==> config.mk <==
export PLATFORM = sky130hd
export DESIGN_NAME = side_buffer_reinject
export DESIGN_NICKNAME = d
export VERILOG_FILES = /design/src/rtl/side_buffer_reinject.sv
export SDC_FILE = /design/constraint.sdc
export NUM_CORES = 1
export LEC_CHECK = 0
export ABC_AREA = 1
export CAP_MARGIN = 40
export CORE_MARGIN = 4
export CORE_UTILIZATION = 57
export DETAILED_ROUTE_END_ITERATION = 10
export DONT_BUFFER_PORTS = 1
export PLACE_DENSITY = 0.73
export SLEW_MARGIN = 20
export SYNTH_ARGS = -nofsm -noshare
export SYNTH_HDL_FRONTEND = slang
export SYNTH_SLANG_ARGS = --single-unit
==> constraint.sdc <==
create_clock -name clk -period 2.56 [get_ports clk]
set_input_delay 0.512 -clock clk [delete_from_list [all_inputs] [get_ports clk]]
set_output_delay 0.512 -clock clk [all_outputs]
set_load 0.05 [all_outputs]
==> src/rtl/side_buffer_reinject.sv <==
// Drain side of the MinBD side buffer: FIFO of deflected flits re-injected into the
// router when the reinjection slot is free, with a starvation-driven redirection request.
module side_buffer_reinject #(
    parameter int FLIT_W       = 11,
    parameter int DEPTH        = 4,
    parameter int STARVE_LIMIT = 3
) (
    input  logic                       clk,
    input  logic                       rst_n,
    input  logic                       wr_valid,
    input  logic [FLIT_W-1:0]          wr_flit,
    output logic                       wr_ready,
    input  logic                       slot_free,
    output logic                       reinj_valid,
    output logic [FLIT_W-1:0]          reinj_flit,
    output logic                       redir_req,
    output logic [$clog2(DEPTH):0]     count,
    output logic                       empty,
    output logic                       full,
    output logic                       overflow
);

    localparam int AW = $clog2(DEPTH);
    localparam int CW = AW + 1;
    localparam int SW = $clog2(STARVE_LIMIT + 1);

    typedef enum logic [1:0] {
        S_EMPTY = 2'd0,
        S_WAIT  = 2'd1,
        S_REDIR = 2'd2
    } state_t;

    logic [FLIT_W-1:0] mem_r [DEPTH];
    logic [AW-1:0]     wr_ptr_r;
    logic [AW-1:0]     rd_ptr_r;
    logic [CW-1:0]     count_r;
    logic [CW-1:0]     count_nxt_s;
    logic              reinj_valid_r;
    logic [FLIT_W-1:0] reinj_flit_r;
    logic              overflow_r;
    logic              redir_r;
    logic              redir_nxt_s;
    logic [SW-1:0]     starve_r;
    logic [SW-1:0]     starve_nxt_s;
    logic [SW-1:0]     starve_inc_s;
    state_t            state_r;
    state_t            state_nxt_s;
    logic              empty_s;
    logic              full_s;
    logic              pop_s;
    logic              push_s;
    logic              offered_s;

    assign empty_s     = (count_r == CW'(0));
    assign full_s      = (count_r == CW'(DEPTH));
    assign pop_s       = !empty_s && slot_free;
    assign offered_s   = wr_valid && wr_flit[FLIT_W-1];
    assign push_s      = offered_s && (!full_s || pop_s);
    assign count_nxt_s = count_r + CW'(push_s) - CW'(pop_s);
    // Saturating increment so a long starvation cannot wrap the counter.
    assign starve_inc_s = (starve_r == SW'(STARVE_LIMIT)) ? starve_r : starve_r + SW'(1);

    assign wr_ready    = !full_s || pop_s;
    assign count       = count_r;
    assign empty       = empty_s;
    assign full        = full_s;
    assign reinj_valid = reinj_valid_r;
    assign reinj_flit  = reinj_flit_r;
    assign redir_req   = redir_r;
    assign overflow    = overflow_r;

    // FIFO storage; contents are left untouched by reset.
    always_ff @(posedge clk) begin
        if (push_s) begin
            mem_r[wr_ptr_r] <= wr_flit;
        end
    end

    // Pointers, occupancy and registered reinjection/overflow outputs.
    always_ff @(posedge clk) begin
        if (!rst_n) begin
            wr_ptr_r      <= {AW{1'b0}};
            rd_ptr_r      <= {AW{1'b0}};
            count_r       <= {CW{1'b0}};
            reinj_valid_r <= 1'b0;
            reinj_flit_r  <= {FLIT_W{1'b0}};
            overflow_r    <= 1'b0;
        end else begin
            if (push_s) begin
                wr_ptr_r <= wr_ptr_r + AW'(1);
            end
            if (pop_s) begin
                rd_ptr_r      <= rd_ptr_r + AW'(1);
                reinj_valid_r <= 1'b1;
                reinj_flit_r  <= mem_r[rd_ptr_r];
            end else begin
                reinj_valid_r <= 1'b0;
                reinj_flit_r  <= {FLIT_W{1'b0}};
            end
            count_r    <= count_nxt_s;
            overflow_r <= offered_s && full_s && !pop_s;
        end
    end

    // Starvation FSM state register, with its counter and request output.
    always_ff @(posedge clk) begin
        if (!rst_n) begin
            state_r  <= S_EMPTY;
            starve_r <= {SW{1'b0}};
            redir_r  <= 1'b0;
        end else begin
            state_r  <= state_nxt_s;
            starve_r <= starve_nxt_s;
            redir_r  <= redir_nxt_s;
        end
    end

    // Starvation FSM next-state and counter update.
    always_comb begin
        state_nxt_s  = state_r;
        starve_nxt_s = starve_r;
        case (state_r)
            S_EMPTY: begin
                starve_nxt_s = {SW{1'b0}};
                if (push_s) begin
                    state_nxt_s = S_WAIT;
                end else begin
                    state_nxt_s = S_EMPTY;
                end
            end
            S_WAIT: begin
                if (pop_s) begin
                    starve_nxt_s = {SW{1'b0}};
                    if (count_nxt_s == CW'(0)) begin
                        state_nxt_s = S_EMPTY;
                    end else begin
                        state_nxt_s = S_WAIT;
                    end
                end else if (!empty_s && !slot_free) begin
                    starve_nxt_s = starve_inc_s;
                    if (starve_inc_s == SW'(STARVE_LIMIT)) begin
                        state_nxt_s = S_REDIR;
                    end else begin
                        state_nxt_s = S_WAIT;
                    end
                end else if (count_nxt_s == CW'(0)) begin
                    state_nxt_s = S_EMPTY;
                end else begin
                    state_nxt_s = S_WAIT;
                end
            end
            S_REDIR: begin
                if (pop_s) begin
                    starve_nxt_s = {SW{1'b0}};
                    if (count_nxt_s == CW'(0)) begin
                        state_nxt_s = S_EMPTY;
                    end else begin
                        state_nxt_s = S_WAIT;
                    end
                end else begin
                    starve_nxt_s = starve_inc_s;
                    state_nxt_s  = S_REDIR;
                end
            end
            default: begin
                state_nxt_s  = S_EMPTY;
                starve_nxt_s = {SW{1'b0}};
            end
        endcase
    end

    // Request is high exactly while the FSM sits in S_REDIR.
    always_comb begin
        redir_nxt_s = 1'b0;
        case (state_nxt_s)
            S_REDIR: redir_nxt_s = 1'b1;
            S_EMPTY: redir_nxt_s = 1'b0;
            S_WAIT:  redir_nxt_s = 1'b0;
            default: redir_nxt_s = 1'b0;
        endcase
    end

endmodule

# After elaboration in Yosys (flattened, before gate mapping)
# Memories as Yosys holds them, arrays and structs flattened. A register that Yosys moved wholly into a read port is not among the register bits.
# Index checks and enable logic that the tools add are counted.
dict set report word_totals {
  wordCells 53
  regBits 14
  input_bits 15
  ram_bits 44
  n_memories 1
}
dict set report classes {
  n_addsub 5
  n_eq_ne 7
  mux 16
  n_reduce_logical 16
}
# memory depth word_bits rd rd_ports_with_merged_regs write_ports line_no
set mem_list {}
lappend mem_list {mem_r 4 11 1 1 1 33} ;# logic [FLIT_W-1:0] mem_r [DEPTH];
# op count
set op_table {}
lappend op_table {{2-bit 2-to-1 mux} 8}
lappend op_table {{2-bit == test (second input constant)} 4}
lappend op_table {{2-bit by 1-bit adder with 2-bit output (second input constant)} 3}
lappend op_table {{1-bit logical AND} 6}
lappend op_table {{3-bit logical NOT} 2}
lappend op_table {{1-bit 2-to-1 mux} 6}
lappend op_table {{2-bit case mux with 3 select lines} 1}
lappend op_table {{1-bit logical NOT} 5}
lappend op_table {{2-bit case mux with 2 select lines} 1}
lappend op_table {{3-bit by 1-bit adder with 3-bit output} 1}
lappend op_table {{3-bit == test (second input constant)} 1}
lappend op_table {{3-bit inequality test (second input constant)} 1}
lappend op_table {{3-bit by 1-bit subtractor with 3-bit output} 1}
lappend op_table {{2-bit by 1-bit == test with 1-bit output (second input constant)} 1}
lappend op_table {{2-bit logical NOT} 1}
lappend op_table {{2-bit AND reduction} 1}
lappend op_table {{1-bit logical OR} 1}

# Logic depth before layout (Yosys ltp)
# Gate-level depths: netlist (run 1).
dict set report depth {
  ltp_word 14
  ltp_mapped 14
}

# Worst setup path before layout (run 1)
# OpenSTA, ideal clock, no wires.
dict set report synth_path {
  path_type {reg-to-reg}
  startpoint {reg count_r[2] (netlist: count[2])}
  endpoint {reg state_r[0]}
  required_time_ns 2.440
  setup_slack_ns 0.027
  path_stages_with_launch 10
  n_path_buf 0
  setup_time_ns 0.120
  synth_period_minus_slack_ns 2.533
  arrival_time_ns 2.413
  path_cell_list {dfxtp_1 -> nand3_2 -> nand3_1 -> nand2_1 -> ha_1 -> fa_1 -> nor2_1 -> nand3_1 -> a21oi_2 -> a21oi_1}
}
dict set report synth_between {
  elab_chain_cells 12
  word_cells_on_any_way 17
  cone_classes {add/sub (2); eq/ne (1); mux (6); reduce/logical (8)}
}
# element line_no
set synth_rtl {}
lappend synth_rtl {{start, declared} 36} ;# logic [CW-1:0] count_r;
lappend synth_rtl {{start signal, assigned} 84} ;# count_r <= {CW{1'b0}};
lappend synth_rtl {{start signal, assigned} 100} ;# count_r <= count_nxt_s;
lappend synth_rtl {{3-bit logical NOT} 54} ;# assign empty_s = (count_r == CW'(0));
lappend synth_rtl {{1-bit logical NOT} 56} ;# assign pop_s = !empty_s && slot_free;
lappend synth_rtl {{1-bit logical AND} 56}
lappend synth_rtl {{1-bit logical OR (*)} --}
lappend synth_rtl {{net wr_ready} 12} ;# output logic wr_ready,
lappend synth_rtl {{1-bit logical AND (*)} 58} ;# assign push_s = offered_s && (!full_s || pop_s);
lappend synth_rtl {{3-bit by 1-bit adder with 3-bit output (*)} 59} ;# assign count_nxt_s = count_r + CW'(push_s) - CW'(pop_s);
lappend synth_rtl {{3-bit by 1-bit subtractor with 3-bit output (*)} 59}
lappend synth_rtl {{net count_nxt_s[1]} 37} ;# logic [CW-1:0] count_nxt_s;
lappend synth_rtl {{3-bit logical NOT (*)} {134, 146, 155}}
lappend synth_rtl {{1-bit 2-to-1 mux (*)} {134, 146, 155}}
lappend synth_rtl {{2-bit 2-to-1 mux} 139} ;# end else if (!empty_s && !slot_free) begin
lappend synth_rtl {{2-bit 2-to-1 mux} 132} ;# if (pop_s) begin
lappend synth_rtl {{2-bit case mux with 3 select lines (*)} 122} ;# case (state_r)
lappend synth_rtl {{end signal, assigned} 112} ;# state_r <= state_nxt_s;
lappend synth_rtl {{end, declared} 46} ;# state_t state_r;
# The timed path passes the listed nets; every way through them passes the cells marked *.
# A chain may end at the register's enable or synchronous reset.

# Final worst setup path (run 1)
dict set report layout_path {
  startpoint {reg count_r[1] (netlist: count[1])}
  endpoint {reg redir_r (netlist: redir_req)}
}
dict set report layout_between {
  elab_chain_cells 14
  word_cells_on_any_way 19
  cone_classes {add/sub (2); eq/ne (2); mux (7); reduce/logical (8)}
}
# element line_no
set layout_rtl {}
lappend layout_rtl {{3-bit logical NOT} 54}
lappend layout_rtl {{1-bit logical NOT} 56}
lappend layout_rtl {{1-bit logical AND} 56}
lappend layout_rtl {{1-bit logical OR} 58}
lappend layout_rtl {{1-bit logical AND} 58}
lappend layout_rtl {{3-bit by 1-bit adder with 3-bit output} 59}
lappend layout_rtl {{3-bit by 1-bit subtractor with 3-bit output (*)} 59}
lappend layout_rtl {{net count_nxt_s[1]} 37}
lappend layout_rtl {{3-bit logical NOT (*)} {134, 146, 155}}
lappend layout_rtl {{1-bit 2-to-1 mux (*)} {134, 146, 155}}
lappend layout_rtl {{2-bit 2-to-1 mux} 139}
lappend layout_rtl {{2-bit 2-to-1 mux} 132}
lappend layout_rtl {{2-bit case mux with 3 select lines (*)} 122}
lappend layout_rtl {{2-bit == test (*)} 175} ;# case (state_nxt_s)
lappend layout_rtl {{1-bit 2-to-1 mux (*)} 175}
lappend layout_rtl {{end signal, assigned} 114} ;# redir_r <= redir_nxt_s;
lappend layout_rtl {{end, declared} 41} ;# logic redir_r;
# Marked as above.

==> flow_summary.yaml, run 1 <==
yosys:
  async_reset_ff_frac: 0
  synth_top_cell_area_share: 0.485
  yosys.area.top_type: "edfxtp_1"
  syn_avg_cell_area_um2: 10.9
  syn-instance-count: 249
  synth_seq_cells: 69
  yosysSeqAreaShare: 0.669
  synth_edf_count: 44
  synth_ff_type: "edfxtp_1"
  synth_area_leaders: "edfxtp_1, dfxtp_1, nor2_1, o21ai_0, ha_1"
  yosysWarnings: 0
  syn_area_um2: 2730
  yosysMostFrequentCell: "nor2_1"
  ys_types: 25
  syn_nets: 274
  synth_common_cells: "nor2_1, edfxtp_1, inv_1, dfxtp_1, o21ai_0"
floorplan:
  die_h_um: 77.1
  rows: 24
  initial_core_util: 0.605
  pin_count: 35
  chipWidth_um: 77.1
  core_area_um2: 4500
  dieArea_um2: 5950
power:
  seqPwrFrac: 0.459
  p_sw_frac: 0.372
  ir_worst_vdd_v: 0.000719
  power.density_nw_per_um2: 1030
  power_frac_clock: 0.289
  p_comb_frac: 0.252
  p_switching_uw: 1160
  power.internal_uw: 1960
  p_leak_uw: 0.00120
clocking:
  cts.repair.resized: 0
  holdBufCountCts: 0
  cts_buffer_depth: 2
  cts-htree-levels: 3
  cts_tree: "built"
  cts_buffers: 9
  post_cts_buffers: 0
  path_clk_slew_ps: 80
  cts.sinks: 69
  insertion_delay_ps: 340
  clock_tree.root_cell: "clkbuf_8"
global_route:
  overflow: 0
  grt_start_max_net_pins: 24
  grt_pass1_vias: 1638
  grtUsageTotal: 0.179
  grt_antenna_before_repair: 0
  grt_pass1_wl_um: 8020
timing:
  max_freq_mhz: 463
  skew_ps: 6.24
  worst_pin_slew_ps: 625
  rsz0062_at_grt: "no"
  setup_tns_ps: 0
  slew_violations: 0
  relSlewSlack: 0.583
  period_minus_slack_ps: 2160
  hold_viol: 0
  finalSetupViolations: 0
  min_period_over_period: 0.845
  hold_slack_ps: 263
worst_setup_path:
  crit_arrival_ps: 2440
  cpMostUsedCell: "nand2_1"
  crit_chain: "nor2_2 -> nand2_2 -> nand2_4 -> inv_4 -> nand2_1 -> nand2_1 -> ha_1 -> fa_1 -> nor2_1 -> nand3_1 -> a21oi_2 -> nand2_1 -> nor2_1"
  slowest_delay_ps: 450
  cp_slowest_cell: "fa_1"
  end_kind: "register"
  cp.required_ps: 2840
  crit_type: "reg2reg"
  critPathLaunchType: "register"
  crit_fanout: 5
placed_design:
  finalWeightedCongestion: 0.792
  dp_cells: 304
  port_buffers: 0
  hpwl_um: 3140
run_status:
  outcome: "complete, no violations"
route:
  dr.pass1.iters: 4
  vias: 1669
  via_per_inst: 5.22
  drtIter0Drc: 103
  drc: 0
  antenna_left: 0
  drt_wl_total_um: 4920
  wl_per_cell_um: 15.4
finish:
  drive_above_1_share: 0.138
  antennaDiodeCount: 0
  syn_to_final_growth_pct: 11.4
  nets: 288
  final_cell_count_no_fill: 320
min_path:
  hold_path.class: "in2reg"
job:
  cap_viol_max_count: 0
[sequential cells by signal (all words and copies together) (netlist names)]
signal / count
overflow: 1
starve_r: 2
state_r: 2
mem_r: 44
redir_req: 1
count: 3
wr_ptr_r: 2
rd_ptr_r: 2
reinj_valid: 1
reinj_flit: 11
[cell families (layout without fill, tap and decap cells)]
logic type | after synthesis | in the layout | synth area share
adder cells (fa/ha/maj) | 10 | 10 | 0.0487
buffers and inverters | 35 | 54 | 0.0528
AO/OA/AOI/OAI | 46 | 46 | 0.0886
AND/OR/NAND/NOR | 89 | 89 | 0.141
flip-flops | 69 | 69 | 0.669
[power groups by stage]
stage	Sequential (uW)	Combinational (uW)	Clock, uW
2_1_floorplan	1530	553	0
3_3_place_gp	1460	773	0
3_5_place_dp	1460	781	0
4_1_cts	1440	789	920
5_1_grt	1450	880	977
6_report	1440	787	903
[cell type report]
class | count | area (um^2)
flip-flops and latches | 69 | 1820
fillers | 331 | 1470
multi-input cells | 145 | 759
inverters | 28 | 108
repair buffers | 10 | 75.1
clock buffers | 9 | 124
clock inverters | 7 | 82.6
well taps | 52 | 65.1
[routing by layer]
metal  track usage  share of wire  wire length (um)
met2         0.294           0.50              2460
met1         0.222           0.44              2150
met5             0              0                 0
met3        0.0550          0.056               278
met4        0.0694         0.0055                27
[stage by stage]
step / utilization / total power (uW) / setup WS, ps / instance area [um^2]
CTS: 0.674 / 3150 / 405 / 3040
global placement: 0.628 / 2230 / 500 / 2830
global route: 0.674 / 3300 / 222 / 3040
detailed placement: 0.628 / 2240 / 417 / 2830
floorplan: - / 2080 / 27.2 / 2730
finish: 0.674 / 3130 / 398 / 3040
[path summary, 6_finish.rpt]
kind | startpoint | to | slack, ps | cells after the start
min | wr_flit[5] | mem_r[3][5] | 260 | 0
max reg2reg | count[1] | redir_req | 400 | 13
max | count[1] | redir_req | 400 | 13
min reg2reg | mem_r[3][7] | reinj_flit[7] | 530 | 2
[layout by cell type, fill, tap and decap left out]
cell / n
o22ai_2: 1
clkbuf_8: 9
nor3_1: 1
nor2_1: 56
nor2_4: 1
clkinvlp_4: 2
inv_1: 27
nand4_1: 1
nand2_4: 2
inv_8: 1
inv_6: 2
edfxtp_1: 44
nand2_2: 1
o21ai_1: 1
a21oi_2: 1
inv_4: 1
o21ai_0: 25
ha_1: 9
nand3_1: 4
clkinv_4: 1
nand3_2: 1
bufinv_16: 1
nor3_2: 1
fa_1: 1
nand2_1: 19
a21oi_1: 18
buf_4: 10
nor2_2: 2
dfxtp_1: 25
[critical path: cells and delay by family, from the launching register on]
kind,cells,cell delay (ps)
compound gates,1,150
fa+ha+maj,2,630
buf+inv,1,50
flops,1,320
simple gates,9,940
(Power assumes the default switching activity.)
==> inputs of run 2 (changes only) <==
Settings changed: ABC_AREA 1 to 0.
Clock period 2.56 ns to 2.1 ns, I/O delays scaled along.
==> flow_summary.yaml, run 2 <==
clocking:
  cts_tree: "built"
  clock_tree.root_cell: "clkbuf_8"
  cts_buffer_depth: 2
  cts.sinks: 69
  holdBufCountCts: 0
  cts-htree-levels: 3
  cts_buffers: 9
  insertion_delay_ps: 330
  path_clk_slew_ps: 80
yosys:
  synth_top_family_by_area: "multiplexers"
  ys_types: 32
  synth_ff_type: "edfxtp_1"
  synthAdderAreaFrac: 0.0504
  yosys.area.top_type: "edfxtp_1"
  synth_compound_area_frac: 0.0233
  yosysSeqAreaShare: 0.692
  yosysWarnings: 0
  yosysMostFrequentCell: "edfxtp_1"
  synth_top_cell_area_share: 0.502
  synth-xor-area-share: 0.0185
  synth_area_leaders: "edfxtp_1, dfxtp_1, mux4_2, ha_1, and3_1"
  syn_nets: 188
  async_reset_ff_frac: 0
  synth_common_cells: "edfxtp_1, dfxtp_1, and3_1, mux4_2"
  syn_area_um2: 2630
  synth-simple-area-share: 0.0964
  synth_seq_cells: 69
  syn-instance-count: 163
  synthMuxAreaShare: 0.0979
  syn_avg_cell_area_um2: 16.2
  synth_edf_count: 44
timing:
  finalSetupViolations: 2
  rsz0062_at_grt: "yes"
  skew_ps: 11.6
  setup_tns_ps: -125
  max_freq_mhz: 459
  period_minus_slack_ps: 2180
  finalWorstSetupSlack_ps: -79.9
  relSlewSlack: 0.606
  slew_violations: 0
  worst_pin_slew_ps: 590
  hold_viol: 0
  min_period_over_period: 1.04
worst_setup_path:
  end_kind: "register"
  reg2reg_depth: 9
  cp.required_ps: 2340
  crit_fanout: 5
  crit_arrival_ps: 2420
  critPathLaunchType: "register"
  crit_type: "reg2reg"
floorplan:
  dieArea_um2: 5770
  core_area_um2: 4410
  initial_core_util: 0.597
  pin_count: 35
  die_h_um: 76.0
  rows: 24
  chipWidth_um: 76.0
placed_design:
  dpl-instance-area_um2: 2840
  finalWeightedCongestion: 0.920
  port_buffers: 0
  hpwl_um: 3010
global_route:
  overflow: 0
  grt_start_max_net_pins: 18
  grtUsageTotal: 0.184
  grt_pass1_wl_um: 7940
  grt_antenna_before_repair: 0
  grt_pass1_vias: 1559
finish:
  largest_reg_flops: 44
  drive_above_1_share: 0.323
  post-route-util: 0.711
  nets: 218
  syn_to_final_growth_pct: 19.1
  num-fill-cells: 296
  top_register: "mem_r"
  final_common_cell: "edfxtp_1"
  final_cell_mix: "edfxtp_1, dfxtp_1, buf_4, mux4_2, and3_1"
  design_area_um2: 3140
  antennaDiodeCount: 0
run_status:
  outcome: "finished, violations left"
  violations: "setup timing"
route:
  antenna_left: 0
  drt_wl_total_um: 4970
  dr.pass1.iters: 4
  drtIter0Drc: 60
  wl_per_cell_um: 19.9
  drc: 0
  vias: 1439
  via_per_inst: 5.76
power:
  p_leak_uw: 0.00117
  power.density_nw_per_um2: 1310
  ir_worst_vdd_v: 0.000789
  fin_total_pwr_uw: 4090
min_path:
  hold_path.class: "in2reg"
  hold_depth: 0
job:
  cap_viol_max_count: 0
==> run 2: changes by cell type after synthesis, sizes merged, moves of 7 or more <==
cell,previous run,this run
nor2,59,5
o21ai,26,0
inv,28,10
a21oi,19,3
nand2,22,10
and3,0,11
mux4,0,11
and2,0,7
==> run 2: power breakdown <==
part / leakage, uW / internal [uW] / switching, uW
Sequential: 0.000605 / 1580 / 244
Combinational: 0.000460 / 537 / 602
Clock: 0.000105 / 661 / 472
==> run 2: final timing paths <==
check	slack [ps]	start	to
max reg2reg	-80	count[0]	redir_req
min	180	wr_flit[5]	mem_r[2][5]
min reg2reg	510	starve_r[0]	starve_r[0]
max	-80	count[0]	redir_req
==> run 2: final cells by class <==
cell class	count	area [um^2]	share of cell area
multi-input cells	83	825	0.263
repair buffers	20	163	0.0519
flip-flops and latches	69	1830	0.584
inverters	10	37.5	0.0120
clock inverters	7	90.1	0.0287
clock buffers	9	124	0.0395
well taps	52	65.1	0.0207
==> run 2: logic make-up (layout without fill, tap and decap cells) <==
kind of cell	Yosys count	in the layout
muxes	12	12
AOI/OAI and AO/OA	9	9
and+or+nand+nor	45	48
DFF	69	69
adders and majority gates	10	10
buffers and inverters	14	46
xor gates and xnor gates	4	4
==> run 2: critical path, stage by stage (launching register included) <==
cell and delay, ps:
dfxtp_4 370, o31a_1 330, nand2_4 70, nand2_1 60, ha_2 170, fa_2 340
xnor3_1 270, nor3_2 60, a211o_1 260, and4_1 150
==> run 2: per-stage QoR <==
step	hold slack (ps)	std cells	worst slack, ps
4_1_cts	162	251	-107
2_1_floorplan	457	163	-226
6_report	178	250	-79.9
5_1_grt	147	250	-234
3_3_place_gp	471	228	-76.9
3_5_place_dp	505	228	-171
==> run 2: per-layer routing <==
layer | global-route usage | part of all wire | vias to the layer above
met5 | 0 | 0 | -
met4 | 0.101 | 0.021 | 0
met3 | 0.0650 | 0.057 | 10
met2 | 0.312 | 0.54 | 43
met1 | 0.200 | 0.39 | 716
li1 | - | - | 670
==> run 2: what timing repair did <==
action | CTS | global route
resized for setup | 15 | 3
endpoints found under the setup margin | 2 | 46
gates cloned | 0 | 3
setup buffers | 7 | 1
pin swaps | 4 | 6
==> inputs of run 3 (changes only) <==
Settings changed: ABC_AREA 0 to 1, CORE_MARGIN 4 to unset.
==> flow_summary.yaml, run 3 (synthesized netlist as in run 1, its figures left out) <==
run_status:
  outcome: "finished, violations left"
  violations: "DRC"
timing:
  min_period_over_period: 0.994
  relSlewSlack: 0.593
  hold_viol: 0
  skew_ps: 6.69
  rsz0062_at_grt: "yes"
  finalSetupViolations: 0
  worst_pin_slew_ps: 609
  period_minus_slack_ps: 2090
  finalWorstSetupSlack_ps: 11.6
  max_freq_mhz: 479
  slew_violations: 0
power:
  p_comb_frac: 0.287
  p_sw_frac: 0.358
  power.density_nw_per_um2: 1300
  p_leak_uw: 0.00124
  power_frac_clock: 0.282
  ir_worst_vdd_v: 0.000643
  power.internal_uw: 2630
  seqPwrFrac: 0.431
  p_switching_uw: 1470
route:
  via_per_inst: 5.30
  drtIter0Drc: 142
  dr.pass1.iters: 7
  wl_per_cell_um: 14.9
  drc: 2
  antenna_left: 0
  vias: 1728
  drt_wl_total_um: 4850
placed_design:
  port_buffers: 0
  finalWeightedCongestion: 0.839
  dp_slack_ps: -19.3
  hpwl_um: 3050
  dp_cells: 307
min_path:
  hold_path.class: "in2reg"
finish:
  nets: 294
  final_common_cell: "nor2_1"
  top_register: "mem_r"
  num-fill-cells: 323
  final_cell_count_no_fill: 326
  syn_to_final_growth_pct: 15.7
  largest_reg_flops: 44
  drive_above_1_share: 0.186
  antennaDiodeCount: 0
  final_cell_mix: "nor2_1, edfxtp_1, inv_1, o21ai_0, dfxtp_1"
worst_setup_path:
  cp.required_ps: 2390
  critPathLaunchType: "register"
  crit_fanout: 3
  crit_arrival_ps: 2380
  crit_type: "reg2reg"
  end_kind: "register"
floorplan:
  core_area_um2: 4470
  rows: 24
  die_h_um: 71.1
  dieArea_um2: 5060
  chipWidth_um: 71.1
  pin_count: 35
  initial_core_util: 0.609
clocking:
  clock_tree.root_cell: "clkbuf_8"
  cts_buffer_depth: 2
  cts_tree: "built"
  holdBufCountCts: 0
  path_clk_slew_ps: 70
  cts-htree-levels: 3
  cts.sinks: 69
  insertion_delay_ps: 340
  cts_buffers: 9
job:
  cap_viol_max_count: 0
global_route:
  grtUsageTotal: 0.217
  grt_antenna_before_repair: 0
  grt_pass1_vias: 1598
  grt_start_max_net_pins: 24
  overflow: 0
  grt_pass1_wl_um: 7760
==> run 3: changes by cell type in the layout (fill, tap and decap cells not counted), moves of 6 or more <==
cell,previous run,this run
and2_4,6,0
o21ai_0,0,25
nand2_1,9,17
inv_1,10,26
and3_1,11,0
mux4_2,11,0
nor2_1,4,55
a21oi_1,3,18
==> run 3: repair_timing <==
action / CTS / global route
hold endpoints to repair: 0 / 0
resized for setup: 1 / 8
gates cloned: 0 / 0
buffers inserted: 1 / 2
setup endpoints to repair: 2 / 2
pin swaps: 0 / 11
==> run 3: worst max-delay path, stage by stage (launching register included) <==
cell	delay, ps
dfxtp_4	350
nor2_4	140
nand2_2	90
nand2_4	90
inv_4	40
nand2_4	60
nand2_4	50
ha_4	150
fa_1	490
nor2_2	150
nand3_2	90
a21oi_2	170
nand2_1	70
nor2_1	90
==> run 3: cell type report <==
cell class / instances / area, um^2 / area share
repair buffers: 16 / 120 / 0.0381
flip-flops and latches: 69 / 1830 / 0.581
clock buffers: 9 / 124 / 0.0393
clock inverters: 7 / 88.8 / 0.0282
multi-input cells: 145 / 812 / 0.257
inverters: 28 / 111 / 0.0353
well taps: 52 / 65.1 / 0.0206
==> run 3: power groups by stage <==
stage	logic [uW]	registers, uW	clock network [uW]
after CTS	1050	1770	1170
after detailed placement	1030	1800	0
after global placement	1000	1790	0
after global routing	1300	1780	1230
final	1180	1770	1160
after floorplan	691	1880	0
==> run 3: final timing paths <==
kind,from,end,slack (ps),depth (start not counted)
worst max-delay path,count[1],redir_req,10,13
worst min-delay path,wr_flit[0],mem_r[1][0],170,0
worst max register to register,count[1],redir_req,10,13
worst min register to register,mem_r[3][9],reinj_flit[9],530,2
==> run 3: metal layers <==
metal / GRT usage / share of wire / up-vias
met5: 0 / 0 / -
met4: 0.0733 / 0.012 / 0
met3: 0.101 / 0.065 / 6
met2: 0.307 / 0.48 / 45
met1: 0.297 / 0.44 / 813
li1: - / - / 864
==> run 3: metrics by stage <==
| step | hold slack [ps] | instance area [um^2] | power (uW) | utilization | setup TNS [ps] |
|---|---|---|---|---|---|
| floorplan | 475 | 2750 | 2580 | - | 0 |
| global placement | 500 | 2880 | 2790 | 0.644 | 0 |
| detailed placement | 510 | 2880 | 2830 | 0.644 | -25.2 |
| CTS | 157 | 3100 | 3990 | 0.694 | 0 |
| global route | 141 | 3150 | 4310 | 0.705 | -240 |
| finish | 167 | 3150 | 4100 | 0.705 | 0 |
